**config.mk**
```make
export PLATFORM = sky130hd
export DESIGN_NAME = mem_access_ctrl
export DESIGN_NICKNAME = d
export VERILOG_FILES = /design/src/rtl/mem_access_ctrl.sv
export SDC_FILE = /design/constraint.sdc
export NUM_CORES = 1
export LEC_CHECK = 0
export ABC_AREA = 0
export CORE_ASPECT_RATIO = 0.8
export CORE_MARGIN = 2
export CORE_UTILIZATION = 30
export DETAILED_ROUTE_END_ITERATION = 16
export SYNTH_ARGS = -nofsm -noshare
export SYNTH_HDL_FRONTEND = slang
export SYNTH_SLANG_ARGS = --single-unit
```
**constraint.sdc**
```tcl
create_clock -name CLK -period 2.01 [get_ports CLK]
set_input_delay 0.3015 -clock CLK [delete_from_list [all_inputs] [get_ports CLK]]
set_output_delay 0.3015 -clock CLK [all_outputs]
set_load 0.05 [all_outputs]
```
**src/rtl/mem_access_ctrl.sv**
```systemverilog
// rtl/mem_access_ctrl.sv - memory-stage data-access controller
//
// Sits between the EX/MEM and MEM/WB latches. Issues dcache requests,
// holds them until dhit, captures load data, gates MEM/WB advance and
// raises a stall to the hazard unit while an access is outstanding.
// After a HALT retires, no further requests are issued until reset.
//
// Optional feature: define LLSC_EN to add LL/SC atomics backed by a
// link register (valid bit + address). Without it, ll_in/sc_in are
// ignored and LL/SC behave as plain LW/SW.
//
// Ports:
//   CLK, nRST          clock, asynchronous active-low reset
//   dREN_in, dWEN_in   EX/MEM load / store flags
//   addr_in, store_in  EX/MEM data address and store data
//   halt_in            EX/MEM halt reached MEM
//   ll_in, sc_in       EX/MEM LL / SC opcodes (LLSC_EN only)
//   ext_stall          downstream stall, MEM/WB must not advance
//   dhit, dmemload     dcache completion and load data
//   dmemREN, dmemWEN   dcache read / write request
//   dmemaddr, dmemstore dcache address / write data
//   load_out           data to MEM/WB
//   memwb_wen          MEM/WB write enable
//   memwb_flush        MEM/WB flush (bubble)
//   mem_stall          freeze IF..EX/MEM
//   halted             sticky: halt retired into MEM/WB

module mem_access_ctrl #(
  parameter int ADDR_W = 32
) (
  input  logic              CLK,
  input  logic              nRST,
  input  logic              dREN_in,
  input  logic              dWEN_in,
  input  logic [ADDR_W-1:0] addr_in,
  input  logic [ADDR_W-1:0] store_in,
  input  logic              halt_in,
  input  logic              ll_in,
  input  logic              sc_in,
  input  logic              ext_stall,
  input  logic              dhit,
  input  logic [ADDR_W-1:0] dmemload,
  output logic              dmemREN,
  output logic              dmemWEN,
  output logic [ADDR_W-1:0] dmemaddr,
  output logic [ADDR_W-1:0] dmemstore,
  output logic [ADDR_W-1:0] load_out,
  output logic              memwb_wen,
  output logic              memwb_flush,
  output logic              mem_stall,
  output logic              halted
);

  typedef logic [ADDR_W-1:0] word_t;

  typedef enum logic [1:0] {
    IDLE   = 2'd0,
    ACCESS = 2'd1,
    HOLD   = 2'd2,
    HALTED = 2'd3
  } state_t;

  state_t state_q, state_d;
  word_t  load_q, load_d;

  // Request snapshot taken in IDLE so ACCESS drives a stable request
  // even if the upstream latch were to change underneath it.
  word_t  req_addr_q, req_addr_d;
  word_t  req_data_q, req_data_d;
  logic   req_ren_q, req_ren_d;
  logic   req_wen_q, req_wen_d;
  logic   req_ll_q, req_ll_d;
  logic   req_sc_q, req_sc_d;

  // Decoded current EX/MEM request. Both flags set is illegal and is
  // treated as a store.
  logic cur_ren, cur_wen, cur_acc;
  logic cur_ll, cur_sc, sc_fail;

  // Combinational versions of the outputs, gated by nRST below.
  logic  ren_c, wen_c, memwb_wen_c, flush_c, stall_c;
  word_t addr_c, store_c;

  // Completion event for the link-register tracker.
  logic  done_c, done_ll_c, done_st_c;
  word_t done_addr_c;

  assign cur_ren = dREN_in & ~dWEN_in;
  assign cur_wen = dWEN_in;
  assign cur_acc = dREN_in | dWEN_in;

`ifdef LLSC_EN
  logic  link_valid_q, link_valid_d;
  word_t link_addr_q, link_addr_d;

  assign cur_ll  = ll_in & cur_ren;
  assign cur_sc  = sc_in & cur_wen;
  // An SC without a matching live link must not touch the cache.
  assign sc_fail = cur_sc & ~(link_valid_q & (link_addr_q == addr_in));

  always_comb begin
    link_valid_d = link_valid_q;
    link_addr_d  = link_addr_q;
    if (done_c) begin
      if (done_ll_c) begin
        link_valid_d = 1'b1;
        link_addr_d  = done_addr_c;
      end else if (done_st_c && (done_addr_c == link_addr_q)) begin
        link_valid_d = 1'b0;
      end
    end
  end

  always_ff @(posedge CLK or negedge nRST) begin
    if (!nRST) begin
      link_valid_q <= 1'b0;
      link_addr_q  <= '0;
    end else begin
      link_valid_q <= link_valid_d;
      link_addr_q  <= link_addr_d;
    end
  end
`else
  logic unused_llsc;

  assign cur_ll      = 1'b0;
  assign cur_sc      = 1'b0;
  assign sc_fail     = 1'b0;
  assign unused_llsc = ^{ll_in, sc_in, done_c, done_ll_c, done_st_c, done_addr_c};
`endif

  always_comb begin
    state_d     = state_q;
    load_d      = load_q;
    req_addr_d  = req_addr_q;
    req_data_d  = req_data_q;
    req_ren_d   = req_ren_q;
    req_wen_d   = req_wen_q;
    req_ll_d    = req_ll_q;
    req_sc_d    = req_sc_q;
    ren_c       = 1'b0;
    wen_c       = 1'b0;
    addr_c      = '0;
    store_c     = '0;
    memwb_wen_c = 1'b0;
    flush_c     = 1'b0;
    stall_c     = 1'b0;
    done_c      = 1'b0;
    done_ll_c   = 1'b0;
    done_st_c   = 1'b0;
    done_addr_c = addr_in;

    unique case (state_q)
      IDLE: begin
        req_addr_d = addr_in;
        req_data_d = store_in;
        req_ren_d  = cur_ren;
        req_wen_d  = cur_wen;
        req_ll_d   = cur_ll;
        req_sc_d   = cur_sc;
        if (cur_acc) begin
          if (sc_fail) begin
            // Failed SC retires immediately with result 0.
            load_d      = '0;
            memwb_wen_c = ~ext_stall;
            state_d     = ext_stall ? HOLD : IDLE;
          end else begin
            ren_c   = cur_ren;
            wen_c   = cur_wen;
            addr_c  = addr_in;
            store_c = store_in;
            if (dhit) begin
              load_d      = cur_sc ? word_t'(1) : dmemload;
              memwb_wen_c = ~ext_stall;
              state_d     = ext_stall ? HOLD : IDLE;
              done_c      = 1'b1;
              done_ll_c   = cur_ll;
              done_st_c   = cur_wen;
              done_addr_c = addr_in;
            end else begin
              stall_c = 1'b1;
              state_d = ACCESS;
            end
          end
        end else if (halt_in && !ext_stall) begin
          memwb_wen_c = 1'b1;
          state_d     = HALTED;
        end else begin
          memwb_wen_c = ~ext_stall;
        end
      end

      ACCESS: begin
        ren_c   = req_ren_q;
        wen_c   = req_wen_q;
        addr_c  = req_addr_q;
        store_c = req_data_q;
        stall_c = 1'b1;
        if (dhit) begin
          load_d      = req_sc_q ? word_t'(1) : dmemload;
          done_c      = 1'b1;
          done_ll_c   = req_ll_q;
          done_st_c   = req_wen_q;
          done_addr_c = req_addr_q;
          if (!ext_stall) begin
            memwb_wen_c = 1'b1;
            stall_c     = 1'b0;
            state_d     = IDLE;
          end else begin
            state_d = HOLD;
          end
        end
      end

      HOLD: begin
        // Access already done; wait for downstream without re-requesting.
        if (ext_stall) begin
          stall_c = 1'b1;
        end else begin
          memwb_wen_c = 1'b1;
          state_d     = IDLE;
        end
      end

      HALTED: begin
        flush_c     = 1'b1;
        memwb_wen_c = 1'b1;
        stall_c     = 1'b1;
      end

      default: state_d = IDLE;
    endcase
  end

  always_ff @(posedge CLK or negedge nRST) begin
    if (!nRST) begin
      state_q    <= IDLE;
      load_q     <= '0;
      req_addr_q <= '0;
      req_data_q <= '0;
      req_ren_q  <= 1'b0;
      req_wen_q  <= 1'b0;
      req_ll_q   <= 1'b0;
      req_sc_q   <= 1'b0;
    end else begin
      state_q    <= state_d;
      load_q     <= load_d;
      req_addr_q <= req_addr_d;
      req_data_q <= req_data_d;
      req_ren_q  <= req_ren_d;
      req_wen_q  <= req_wen_d;
      req_ll_q   <= req_ll_d;
      req_sc_q   <= req_sc_d;
    end
  end

  // Outputs drop immediately while reset is held, even though the IDLE
  // decode is combinational from the EX/MEM inputs.
  assign dmemREN     = nRST & ren_c;
  assign dmemWEN     = nRST & wen_c;
  assign dmemaddr    = nRST ? addr_c : '0;
  assign dmemstore   = nRST ? store_c : '0;
  assign memwb_wen   = nRST & memwb_wen_c;
  assign memwb_flush = nRST & flush_c;
  assign mem_stall   = nRST & stall_c;
  assign halted      = nRST & (state_q == HALTED);
  assign load_out    = load_q;

endmodule

```
# [Word-level counts from Yosys, hierarchy flattened]
# Cells that the tools add are included.
[totals] regBits=100 input_bits=105 output_inout_bits=102 word_cells=63
[op_classes] eq_ne=8 n_mux=32 bitwise_logic=10 reduce_logical=7
[ops] operator="32-bit two-way mux" count=6
[ops] operator="32-bit case mux with 2 select lines" count=3
[ops] operator="1-bit two-way mux" count=12
[ops] operator="2-bit two-way mux" count=6
[ops] operator="2-bit != test (second input constant)" count=4
[ops] operator="1-bit case mux with 4 select lines" count=2
[ops] operator="4-bit AND reduction" count=2
[ops] operator="1-bit bitwise AND" count=7
[ops] operator="2-bit case mux with 3 select lines" count=1
[ops] operator="2-bit equality test (second input constant)" count=2
[ops] operator="1-bit case mux with 2 select lines" count=2
[ops] operator="3-bit != test (second input constant)" count=1
[ops] operator="3-bit nonzero test" count=1
[ops] operator="2-bit by 1-bit equality test with 1-bit output (second input constant)" count=1
[ops] operator="2-bit logical NOT" count=1
[ops] operator="1-bit NOT" count=2
[ops] operator="2-bit nonzero test" count=1
[ops] operator="1-bit logical AND" count=1
[ops] operator="1-bit logical NOT" count=1
[ops] operator="1-bit OR" count=1

# [Logic depth before layout (Yosys ltp)]
[depth] depth_word=6 depth_mapped=8 depth_no_buf=5

# [Least setup slack after synthesis]
# No wires, ideal clock.
[synth_path] kind="reg-to-output" startpoint="reg state_q[0]" endpoint="out dmemREN" t_arrival_ns=2.309 required_time_ns=1.709 setup_slack_ns=-0.600 stages_incl_launch_ff=8 n_path_buf=3 path_cell_list="dfrtp_1 -> inv_1 -> ha_1 -> buf_4 -> buf_2 -> buf_2 -> nand3b_1 -> a21boi_0"
[synth_via] elab_chain_len=3 word_cells_on_any_way=4 cone_classes="1 x eq/ne; 1 x mux; 1 x bitwise; 1 x reduce/logical"
[synth_rtl] element="start, declared" line="63" rtl="state_t state_q, state_d;"
[synth_rtl] element="start signal, assigned" line="246" rtl="state_q <= state_d;"
[synth_rtl] element="2-bit by 1-bit equality test with 1-bit output / 2-bit logical NOT (equally long branches)" line="153" rtl="unique case (state_q)"
[synth_rtl] element="1-bit case mux with 2 select lines (*)" line="153"
[synth_rtl] element="1-bit bitwise AND (*)" line="259" rtl="assign dmemREN = nRST & ren_c;"
[synth_rtl] element="end, declared" line="43" rtl="output logic dmemREN,"
# Mark *: on every way between the ends. The rest lies on a longest branch, timed or not.

# [Worst setup path in the final report]
[layout_path] startpoint="reg state_q[0]" endpoint="out dmemstore[28]"
[layout_via] elab_chain_len=3 word_cells_on_any_way=4 cone_classes="1 x eq/ne; 2 x mux; 1 x reduce/logical"
[layout_rtl] element="2-bit by 1-bit equality test with 1-bit output / 2-bit logical NOT (equally long branches)" line="153"
[layout_rtl] element="32-bit case mux with 2 select lines (*)" line="153"
[layout_rtl] element="32-bit two-way mux (*)" line="262" rtl="assign dmemstore = nRST ? store_c : '0;"
[layout_rtl] element="end, declared" line="46" rtl="output logic [ADDR_W-1:0] dmemstore,"
# Marks and branches as above.

==> results.json <==
{
  "fin_tns_setup_ps": -9859,
  "r2r_cells": 8,
  "ctsLongestPathBuffers": 2,
  "crit_path_start_kind": "flop",
  "synth-seq-cells": 100,
  "synth-xor-area-share_pct": 0,
  "drive_gt1_share_pct": 57.88,
  "clock_skew_ps": 4.420,
  "nets": 745,
  "power_frac_comb_pct": 69.2,
  "switching_share_pct": 43.61,
  "synth-simple-area-share_pct": 6.744,
  "first_pass_iters": 4,
  "power_switching_mw": 7.591,
  "power.density_nw_per_um2": 1794,
  "multiInputGateArea_um2": 2990,
  "synthesis.nets": 511,
  "clock-root-buffer": "clkbuf_16",
  "clock_sinks": 100,
  "grt_max_degree": 94,
  "grt_pass1_wl_mm": 24.88,
  "p_int_mw": 9.815,
  "total_power_mw": 17.41,
  "r2r-end": "load_out[27]$_DFFE_PN0P_",
  "grt_overflow": 0,
  "start_util_pct": 30.93,
  "worstMarginPinSlew_ps": 565.3,
  "period_needed_ps": 2195,
  "drtAntennaViolNets": 0,
  "first_iter_violations": 110,
  "numPlacedInstances": 808,
  "cts-buffers-inserted": 9,
  "ys_seq_area_share_pct": 50.71,
  "die-area_um2": 17500,
  "antenna_cells": 0,
  "cap_violations": 0,
  "wl_met2_mm": 8.155,
  "whs_ps": 58.17,
  "synth_compound_area_share_pct": 12.73,
  "wl_met1_mm": 6.609,
  "violations": "setup timing",
  "min_period_over_period_pct": 109.2,
  "grt_pass1_vias": 4516,
  "clk_latency_ps": 350,
  "gp_congestion": 0.7526,
  "finalSetupViolCount": 68,
  "cts_tree": "yes",
  "pre_cts_ws_ps": -114.4,
  "vias": 4183,
  "wl_met3_mm": 1.112,
  "avgSynthCellArea_um2": 12.28,
  "cp-end-kind": "output port",
  "grt.total_usage_pct": 18.11,
  "cp.arrival_ps": 1890,
  "slew_violations": 0,
  "path_class": "reg -> out",
  "die_x_um": 147.4,
  "r2r_setup_slack_ps": 110,
  "final_area_um2": 9702,
  "hold_path.class": "in -> async",
  "placed_area_um2": 8269,
  "synth_top_family_by_area": "multiplexers",
  "setup_ws_ps": -184.9,
  "synthMuxAreaShare_pct": 24.65,
  "final.fill_count": 1224,
  "area_growth_pct": 96.60,
  "r2r_start": "state_q[1]$_DFFE_PN0P_",
  "finalNonFillerCells": 856,
  "synthAdderAreaFrac_pct": 1.014,
  "antenna_found_initial": 0,
  "grt_setup_unrepaired": "yes",
  "fmax_ghz": 0.4556,
  "wl_per_cell_um": 18.78,
  "hold_viol_final": 0,
  "portBuffers": 204,
  "yosys_warnings": 0,
  "seq_area_um2": 2502,
  "synthDistinctLibCells": 33,
  "core_region_area_um2": 15950,
  "rows": 41,
  "p_leak_nw": 3.764,
  "seqPwrFrac_pct": 21.3,
  "die_h_um": 118.7,
  "vias_per_cell": 4.887,
  "dr.max_layer_used": "met4",
  "cts.clk_slew.worst_paths_ps": 70,
  "num_io_pins": 207,
  "netlist_area_um2": 4935,
  "route.detailed.drc": 0,
  "cp.required_ps": 1710,
  "peakVddDrop_uv": 794.0,
  "wl_mm": 16.07,
  "crit_fanout": 6,
  "utilization_pct": 60.81,
  "syn-instance-count": 402,
  "outcome": "complete, but fails checks",
  "dp_hpwl_mm": 10.12,
  "slew_headroom_pct": 62.32,
  "htreeDepth": 3,
  "clock_power_share_pct": 9.5
}
-- how the worst max path moves through the flow --
stage	depth (start not counted)	to	slack (ps)	startpoint
6_report	8	dmemstore[28]	-180	state_q[0]$_DFFE_PN0P_
2_1_floorplan	8	dmemaddr[18]	-160	state_q[0]$_DFFE_PN0P_
5_1_grt	8	dmemstore[25]	-250	state_q[0]$_DFFE_PN0P_
3_5_place_dp	6	dmemstore[30]	-110	state_q[0]$_DFFE_PN0P_
3_3_place_gp	6	dmemstore[31]	-30	state_q[0]$_DFFE_PN0P_
4_1_cts	8	dmemstore[25]	-180	state_q[0]$_DFFE_PN0P_
-- cell usage after synthesis --
master / n / area (um^2)
buf_6: 3 / 33.78
o21ai_0: 4 / 20.02
buf_1: 2 / 7.510
o211a_1: 1 / 10.01
mux2_1: 2 / 22.52
buf_2: 17 / 85.08
a22oi_1: 61 / 457.9
a2bb2oi_1: 1 / 8.760
a211oi_1: 2 / 15.01
nand2b_1: 1 / 6.260
o21a_1: 2 / 15.01
a32oi_1: 3 / 26.28
ha_1: 4 / 50.05
nor3b_4: 1 / 18.77
inv_1: 6 / 22.52
mux2_4: 30 / 450.4
nor2_4: 1 / 11.26
a2111oi_4: 1 / 27.53
buf_4: 2 / 15.01
dfrtp_1: 100 / 2502
nor2b_1: 4 / 25.02
o21ai_1: 2 / 10.01
o22ai_1: 2 / 12.51
or2_2: 1 / 6.260
mux2_2: 66 / 743.2
a21boi_0: 2 / 15.01
clkbuf_1: 11 / 41.29
nand2_1: 3 / 11.26
nor2_1: 61 / 229.0
and2_1: 2 / 12.51
nand3_1: 1 / 5.000
nand3b_1: 1 / 7.510
a21oi_1: 2 / 10.01
-- metal layers --
metal / track usage [%] / vias to the layer above
met5: 0 / -
met4: 4.868 / 0
met3: 6.178 / 14
met2: 30.72 / 127
met1: 21.99 / 2114
li1: - / 1928
-- power by group through the flow --
stage               logic (mW)  clock network (mW)  registers, mW
global route              12.6                1.80           3.84
global placement          9.69                   0           3.56
CTS                       11.5                1.71           3.65
finish                    12.0                1.66           3.71
detailed placement        9.84                   0           3.62
floorplan                 5.07                   0           4.68
-- cell type report --
cell class              count  share of cell area (%)
multi-input cells         261                   30.82
flip-flops and latches    100                   25.79
clock inverters             7                  0.5288
clock buffers               9                   2.321
repair buffers            258                   37.53
inverters                   6                  0.2321
well taps                 215                   2.773
-- layout by cell type, fill, tap and decap left out, types with 4 or more instances in the layout --
| cell | n |
|---|---|
| buf_16 | 10 |
| mux2_4 | 30 |
| buf_12 | 81 |
| nor2_2 | 10 |
| buf_6 | 4 |
| a22oi_1 | 8 |
| nor2_4 | 52 |
| inv_1 | 4 |
| mux2_2 | 66 |
| clkdlybuf4s50_1 | 133 |
| buf_4 | 21 |
| clkbuf_16 | 15 |
| dfrtp_1 | 100 |
| a22oi_2 | 53 |
-- state kept, by name, indices dropped and copies added, names as in the netlist --
register	cells
load_out	32
req_wen_q	1
req_addr_q	32
req_ren_q	1
req_data_q	32
state_q	2
-- what timing repair did --
| item | CTS | global route |
|---|---|---|
| hold buffers | 1 | 0 |
| buffers inserted | 17 | 1 |
| endpoints found under the hold margin | 7 | 0 |
| resized for setup | 88 | 46 |
| gates cloned | 9 | 6 |
| setup endpoints to repair | 68 | 70 |
| pin swaps | 36 | 11 |
-- kinds of logic (layout without fill, tap and decap cells) --
logic type	Yosys count	count (layout)
AO/OA/AOI/OAI	83	83
adder cells (fa/ha/maj)	4	4
buffers and inverters	41	280
flip-flops	100	100
multiplexers	98	98
AND/OR/NAND/NOR	76	76
-- worst max-delay path: stages (launching register included) --
cell and delay, ps:
dfrtp_1 400, buf_4 150, ha_4 200, o21ai_4 190, buf_12 170, buf_12 110
buf_16 120, nor2_4 40, buf_12 150
Note: power is estimated with default switching activity, not from simulation.
